<file path="config.mk">
export PLATFORM = sky130hd
export DESIGN_NAME = echo_delay_line
export DESIGN_NICKNAME = d
export VERILOG_FILES = /design/src/rtl/echo_pkg.sv /design/src/rtl/echo_prio_enc.sv /design/src/rtl/echo_delay_line.sv
export SDC_FILE = /design/constraint.sdc
export NUM_CORES = 2
export LEC_CHECK = 0
export CORE_ASPECT_RATIO = 0.5
export CORE_MARGIN = 2
export CORE_UTILIZATION = 35
export DETAILED_ROUTE_END_ITERATION = 7
export DONT_BUFFER_PORTS = 1
export PLACE_DENSITY_LB_ADDON = 0.08
export RECOVER_POWER = 25
export SETUP_SLACK_MARGIN = 0.3
export SLEW_MARGIN = 10
export SYNTH_ARGS = -nofsm -noshare
export SYNTH_HDL_FRONTEND = slang
export SYNTH_SLANG_ARGS = --single-unit
</file>
<file path="constraint.sdc">
create_clock -name clk -period 4.71 [get_ports clk]
set_clock_uncertainty 0.15 [all_clocks]
set_input_delay 0.7065 -clock clk [delete_from_list [all_inputs] [get_ports clk]]
set_output_delay 0.7065 -clock clk [all_outputs]
set_load 0.005 [all_outputs]
</file>
<file path="src/rtl/echo_pkg.sv">
// Shared types and helpers for the echo delay line: slot record, default widths, tap arithmetic.
// Latency: n/a (types and pure functions only).
// Backpressure: n/a.
package echo_pkg;

    localparam int ECHO_DEPTH   = 16;
    localparam int ECHO_TIMER_W = 22;
    localparam int ECHO_NOTE_W  = 7;
    localparam int ECHO_VEL_W   = 4;
    localparam int ECHO_PB_W    = 9;
    localparam int ECHO_REP_W   = 3;

    // One stored event. 'vel' always holds the velocity of the next tap to be emitted,
    // 'due' the timestamp of that tap, 'left' the number of taps still to come.
    typedef struct packed {
        logic                    valid;
        logic                    on;
        logic [ECHO_NOTE_W-1:0]  note;
        logic [ECHO_VEL_W-1:0]   vel;
        logic [ECHO_PB_W-1:0]    pb;
        logic [ECHO_TIMER_W-1:0] due;
        logic [ECHO_TIMER_W-1:0] step;
        logic [ECHO_REP_W-1:0]   left;
    } slot_t;

    // Note-on taps lose 'decay' each time but never reach 0 (a zero velocity would read
    // as a note-off downstream). Note-off taps repeat their velocity unchanged.
    function automatic logic [ECHO_VEL_W-1:0] vel_decay(
        input logic                  on,
        input logic [ECHO_VEL_W-1:0] vel,
        input logic [ECHO_VEL_W-1:0] decay
    );
        logic [ECHO_VEL_W-1:0] r;
        if (!on)
            r = vel;
        else if (vel > decay)
            r = vel - decay;
        else
            r = ECHO_VEL_W'(1);
        return r;
    endfunction

    // Wrap-safe "has the timer reached 'due'": the modular distance now-due lies in the
    // lower half of the range once due has been reached or passed.
    function automatic logic due_reached(
        input logic [ECHO_TIMER_W-1:0] now,
        input logic [ECHO_TIMER_W-1:0] due
    );
        logic [ECHO_TIMER_W-1:0] diff;
        diff = now - due;
        return ~diff[ECHO_TIMER_W-1];
    endfunction

endpackage

</file>
<file path="src/rtl/echo_prio_enc.sv">
// Lowest-index priority encoder: reports whether any request bit is set and the lowest set index.
// Latency: purely combinational.
// Backpressure: none.
// Ports: req (DEPTH request bits) -> found (any bit set), idx (lowest set bit, 0 when none).
module echo_prio_enc #(
    parameter int DEPTH = 16,
    parameter int IDX_W = $clog2(DEPTH)
) (
    input  logic [DEPTH-1:0] req,
    output logic             found,
    output logic [IDX_W-1:0] idx
);

    // Scan from the top down so the last hit written is the lowest index.
    always_comb begin
        found = |req;
        idx   = '0;
        for (int i = DEPTH - 1; i >= 0; i--) begin
            if (req[i])
                idx = IDX_W'(i);
        end
    end

endmodule

</file>
<file path="src/rtl/echo_delay_line.sv">
// Multi-tap MIDI echo: captures note events into slots and replays each 'repeats' times, DELAY ticks apart, with decaying velocity.
// Latency: capture to out_valid is delay+1 cycles when the output register is idle (delay=0 behaves as 1).
// Backpressure: out_valid & !out_ready holds the output stable and stalls further loads; full slot table drops input and sets sticky overflow.
//
// Optional feature: define ECHO_CHANGE_DETECT_EN to ignore in_valid and strobe internally whenever
// {in_on,in_note,in_vel,in_pb} differs from the last strobed copy.
//
// Ports:
//   clk, reset_n          clock, asynchronous active-low reset
//   en                    tick enable (freezes timer, capture and load when low)
//   delay/decay/repeats   per-event echo shape, sampled at capture (decay also at each re-arm)
//   in_valid/in_on/in_note/in_vel/in_pb   input event, in_ready = a slot is free
//   out_valid/out_ready/out_on/out_note/out_vel/out_pb   echo event handshake and fields
//   overflow              sticky flag: an event was lost because every slot was busy
//
// Field widths are tied to echo_pkg::slot_t; change them in the package, DEPTH is free.
module echo_delay_line
    import echo_pkg::*;
#(
    parameter int DEPTH   = ECHO_DEPTH,
    parameter int TIMER_W = ECHO_TIMER_W,
    parameter int NOTE_W  = ECHO_NOTE_W,
    parameter int VEL_W   = ECHO_VEL_W,
    parameter int PB_W    = ECHO_PB_W,
    parameter int REP_W   = ECHO_REP_W
) (
    input  logic               clk,
    input  logic               reset_n,
    input  logic               en,
    input  logic [TIMER_W-1:0] delay,
    input  logic [VEL_W-1:0]   decay,
    input  logic [REP_W-1:0]   repeats,
    input  logic               in_valid,
    input  logic               in_on,
    input  logic [NOTE_W-1:0]  in_note,
    input  logic [VEL_W-1:0]   in_vel,
    input  logic [PB_W-1:0]    in_pb,
    output logic               in_ready,
    output logic               out_valid,
    input  logic               out_ready,
    output logic               out_on,
    output logic [NOTE_W-1:0]  out_note,
    output logic [VEL_W-1:0]   out_vel,
    output logic [PB_W-1:0]    out_pb,
    output logic               overflow
);

    localparam int IDX_W = $clog2(DEPTH);

    logic [TIMER_W-1:0] timer;
    slot_t              slots [DEPTH];

    logic [DEPTH-1:0]   free_map;
    logic [DEPTH-1:0]   due_map;
    logic               free_found;
    logic [IDX_W-1:0]   free_idx;
    logic               due_found;
    logic [IDX_W-1:0]   due_idx;

    logic               strobe;
    logic               want_cap;
    logic               capture;
    logic               load;
    logic [TIMER_W-1:0] eff_delay;
    slot_t              new_slot;
    slot_t              ld_slot;

    always_comb begin
        free_map = '0;
        due_map  = '0;
        for (int i = 0; i < DEPTH; i++) begin
            free_map[i] = ~slots[i].valid;
            due_map[i]  = slots[i].valid & due_reached(timer, slots[i].due);
        end
    end

    echo_prio_enc #(.DEPTH(DEPTH), .IDX_W(IDX_W)) u_free_enc (
        .req   (free_map),
        .found (free_found),
        .idx   (free_idx)
    );

    echo_prio_enc #(.DEPTH(DEPTH), .IDX_W(IDX_W)) u_due_enc (
        .req   (due_map),
        .found (due_found),
        .idx   (due_idx)
    );

`ifdef ECHO_CHANGE_DETECT_EN
    logic              last_on;
    logic [NOTE_W-1:0] last_note;
    logic [VEL_W-1:0]  last_vel;
    logic [PB_W-1:0]   last_pb;
    logic              unused_in_valid;

    assign unused_in_valid = in_valid;
    assign strobe = {in_on, in_note, in_vel, in_pb} != {last_on, last_note, last_vel, last_pb};

    // The copy follows every strobe, including dropped ones, so a held input never re-fires.
    always_ff @(posedge clk or negedge reset_n) begin
        if (!reset_n) begin
            last_on   <= 1'b0;
            last_note <= '0;
            last_vel  <= '0;
            last_pb   <= '0;
        end else if (en && strobe) begin
            last_on   <= in_on;
            last_note <= in_note;
            last_vel  <= in_vel;
            last_pb   <= in_pb;
        end
    end
`else
    assign strobe = in_valid;
`endif

    assign in_ready  = free_found;
    assign want_cap  = en & strobe & (repeats != '0);
    assign capture   = want_cap & free_found;
    assign load      = en & due_found & (~out_valid | out_ready);
    assign eff_delay = (delay == '0) ? TIMER_W'(1) : delay;
    assign ld_slot   = slots[due_idx];

    always_comb begin
        new_slot       = '0;
        new_slot.valid = 1'b1;
        new_slot.on    = in_on;
        new_slot.note  = in_note;
        new_slot.vel   = vel_decay(in_on, in_vel, decay);
        new_slot.pb    = in_pb;
        new_slot.due   = timer + eff_delay;
        new_slot.step  = eff_delay;
        new_slot.left  = repeats;
    end

    always_ff @(posedge clk or negedge reset_n) begin
        if (!reset_n)
            timer <= '0;
        else if (en)
            timer <= timer + TIMER_W'(1);
    end

    // Capture and load never target the same slot (free vs. valid), so one pass covers both.
    always_ff @(posedge clk or negedge reset_n) begin
        if (!reset_n) begin
            for (int i = 0; i < DEPTH; i++)
                slots[i] <= '0;
        end else begin
            for (int i = 0; i < DEPTH; i++) begin
                if (capture && free_idx == IDX_W'(i)) begin
                    slots[i] <= new_slot;
                end else if (load && due_idx == IDX_W'(i)) begin
                    if (slots[i].left > ECHO_REP_W'(1)) begin
                        slots[i].left <= slots[i].left - ECHO_REP_W'(1);
                        slots[i].due  <= slots[i].due + slots[i].step;
                        slots[i].vel  <= vel_decay(slots[i].on, slots[i].vel, decay);
                    end else begin
                        slots[i].valid <= 1'b0;
                    end
                end
            end
        end
    end

    // The handshake may complete while en is low; only new loads wait for en.
    always_ff @(posedge clk or negedge reset_n) begin
        if (!reset_n) begin
            out_valid <= 1'b0;
            out_on    <= 1'b0;
            out_note  <= '0;
            out_vel   <= '0;
            out_pb    <= '0;
        end else if (load) begin
            out_valid <= 1'b1;
            out_on    <= ld_slot.on;
            out_note  <= ld_slot.note;
            out_vel   <= ld_slot.vel;
            out_pb    <= ld_slot.pb;
        end else if (out_ready) begin
            out_valid <= 1'b0;
        end
    end

    always_ff @(posedge clk or negedge reset_n) begin
        if (!reset_n)
            overflow <= 1'b0;
        else if (want_cap && !free_found)
            overflow <= 1'b1;
    end

endmodule
</file>
==> results.cfg <==
[status]
status = finished with violations
violations = max-capacitance violations, max-slew violations, negative setup slack

[cts]
htreeDepth = 4
clk-insertion-delay-late_ps = 850
cts_buffers = 138
clkSlewWorstSetupHoldPaths_ps = 60
cts_sinks = 1149
cts_buffer_depth = 4
cts_tree = built
cts_root_buf = clkbuf_16

[floorplanning]
start_util_pct = 35.3
core_um2 = 218000
die_x_um = 668
io_pins = 79
die_y_um = 336
rows = 121
die_area_um2 = 224000

[logic_synthesis]
ys_seq_area_share_pct = 37.3
ys_warn_count = 0
ys.flop_type = dfrtp_1
synthArstFlopShare_pct = 100
synth_cell_types = 88
synth-seq-cells = 1149
synth_area_um2 = 77100
synth.avg_cell_area_um2 = 8.38
synth_enable_flop_cells = 0
synth_nets = 10067
syn_inst = 9201

[timing]
worstMarginPinSlew_ps = 2490
layout_setup_ws_ps = -407
max_freq_mhz = 195
post-route-period-util_pct = 109
finalHoldViolCount = 0
fin_crit_ps = 5120
rsz0062_at_grt = true
setup_viol = 428
slew-limit-headroom_pct = -65.9
slew_violations = 242
hold_slack_ps = 57.8

[critical_path]
cp.required_ps = 5240
setup.worst_path.start = timer[18]
cp-start-kind = register
r2r_end = slots[666]
reg2reg_depth = 23
path_class = register to register
cp-end-kind = register
reg2reg_from = timer[18]
path_max_fanout = 6
cp-endpoint = slots[666]
cp.arrival_ps = 5650
r2r_slack_ps = -410

[finish]
num-fill-cells = 21322
nets = 10936
drive_above_1_share_pct = 22.0
layout-area-overhead-vs-synth_pct = 31.8

[grt]
grt_max_degree = 220
antenna_found_initial = 23
grt_pass1_wl_mm = 494
overflow = 0
globalRouteTotalUtil_pct = 30.2
grt_pass1_vias = 69935

[hold_path]
min_path_type = input port to register
hp-start = repeats[0]

[run]
max-cap-violations = 3

[placement]
hpwl_mm = 229
pre_cts_ws_ps = -959
portBuffers = 0
gp_congestion = 0.959

[routing]
drtAntennaViolNets = 0
drt_iter0_drc = 6641
wl_per_cell_um = 26.2
dr.max_layer_used = met5
wl_met1_mm = 159
totalWireLength_mm = 343
dr_wl_met2_mm = 149
viasPerCell = 5.48
vias = 71986
drc = 0
drt_pass1_iterations = 7
route.met3.wl_mm = 23.5

[pwr]
p_per_area_nw_per_um2 = 570
p_leak_nw = 49.2
peakVddDrop_mv = 0.432
==> cell type report <==
cell class              count  area [um2]  share of cell area [%]
clock inverters            38         482                   0.474
clock buffers             197        4070                    4.01
well taps                2952        3690                    3.64
repair buffers           1180       13600                    13.4
diodes                      9        22.5                  0.0222
inverters                 538        2020                    1.99
flip-flops and latches   1149       28800                    28.3
multi-input cells        7063       48900                    48.2
==> state kept, by name, summed over array words and instances (netlist names) <==
register / count
slots: 1104
timer: 22
out_pb: 9
out_note: 7
out_vel: 4
out_on: 1
out_valid: 1
overflow: 1
==> worst max-delay path: stages, from the launching register on <==
cell and delay (ps):
dfrtp_2 430, buf_12 150, ha_4 260, nand4_1 200, or4_4 540, nand2b_1 160, o211ai_1 150, buf_4 250
o21a_1 180, nor2_2 60, a211o_1 350, a311o_1 410, buf_6 160, a21boi_4 220, buf_12 150, buf_6 80
buf_6 110, nand3_4 70, a21oi_4 220, buf_12 170, buf_12 130, buf_8 130, buf_16 140, a31oi_4 80
==> layout by cell type, fill, tap and decap left out, types with 55 or more instances in the layout <==
cell,n
a21oi_2,127
dfrtp_1,1133
a21o_1,142
nand4_1,82
xor2_1,126
and3_1,55
mux2_2,134
a21oi_1,517
o21ai_0,319
nor2_4,92
ha_1,757
buf_16,68
nand3_1,179
xnor2_1,220
mux2i_1,141
nor3_1,177
o21ai_1,213
buf_12,192
a211oi_1,78
a31oi_1,83
nor2_1,450
buf_4,718
inv_1,534
buf_6,130
nor2b_1,59
clkbuf_16,146
nand2_1,1998
nand2b_1,75
==> report_power, final <==
part | internal, mW | switching [mW] | leakage, nW
Clock | 6.56 | 4.79 | 2.23
Sequential | 12.4 | 2.40 | 14.8
Combinational | 14.2 | 17.5 | 32.2
==> how the worst min path moves through the flow <==
stage / endpoint / slack (ps) / cells past startpoint
3_3_place_gp: slots[56] / 260 / 0
5_1_grt: slots[414] / 20 / 3
6_report: slots[483] / 60 / 3
4_1_cts: slots[483] / 6 / 3
3_5_place_dp: slots[56] / 260 / 0
2_1_floorplan: out_note[0] / 260 / 0
==> cell usage after synthesis (all sizes together), types with 12 or more instances <==
master   instances  area, um2
xnor2          238       2080
buf             90        389
o31ai           23        173
nor3           211       1060
a31oi           90        563
fa              34        681
a41oi           27        244
xor2           135       1180
inv            538       2020
o41ai           15        139
a221o           13        130
clkbuf         361       1360
o22ai           20        125
nor2           583       2190
o21bai          33        248
and3            66        413
a21oi          654       3280
a2111oi         21        185
or4             12       90.1
a22o            21        184
o21ai          565       2830
nor2b           60        375
o211ai          42        315
or2             34        215
dfrtp         1149      28800
nand2b          77        482
mux2           139       1570
mux2i          155       1550
nand3          202       1010
ha             777       9720
nor4            19        125
a22oi           20        150
and2            35        219
or3             34        213
nand4           82        513
o21a            52        390
a211o           29        254
a221oi          33        289
a21o           143       1070
nand2         2066       7750
a211oi         117        878
a21boi          20        154
==> cell families (layout without fill, tap and decap cells) <==
kind of cell / after synthesis / count (layout) / synth area share [%]
AOI/OAI and AO/OA: 2060 / 2060 / 16.5
DFF: 1149 / 1149 / 37.3
muxes: 294 / 294 / 4.04
and+or+nand+nor: 3525 / 3525 / 19.5
adders and majority gates: 811 / 811 / 13.5
xor gates and xnor gates: 373 / 373 / 4.24
buffers and inverters: 989 / 1953 / 4.88
other: 0 / 9 / 0
==> through the flow <==
stage	TNS, ps	power (mW)	std cells	instance area, um2	util (%)
finish	-92840	57.9	13126	102000	46.5
global route	-134770	61.3	13118	102000	46.5
CTS	-53070	56.2	13036	99600	45.6
detailed placement	-273550	40.0	12523	87200	40.0
global placement	-271080	39.9	12523	87200	40.0
floorplan	0	29.4	9201	77300	-
==> per-layer routing <==
metal	GRT usage, %	up-vias
li1	-	33638
met1	42.9	35705
met2	47.0	2133
met3	4.93	506
met4	8.97	4
met5	0	-
==> timing repair <==
item	in CTS	in global routing
hold buffers	49	0
gates cloned	58	4
resized for setup	1122	256
endpoints found under the hold margin	928	0
pin swaps	282	123
setup buffers	171	73
setup endpoints to repair	482	601
Power figures use the tool's default switching activity.
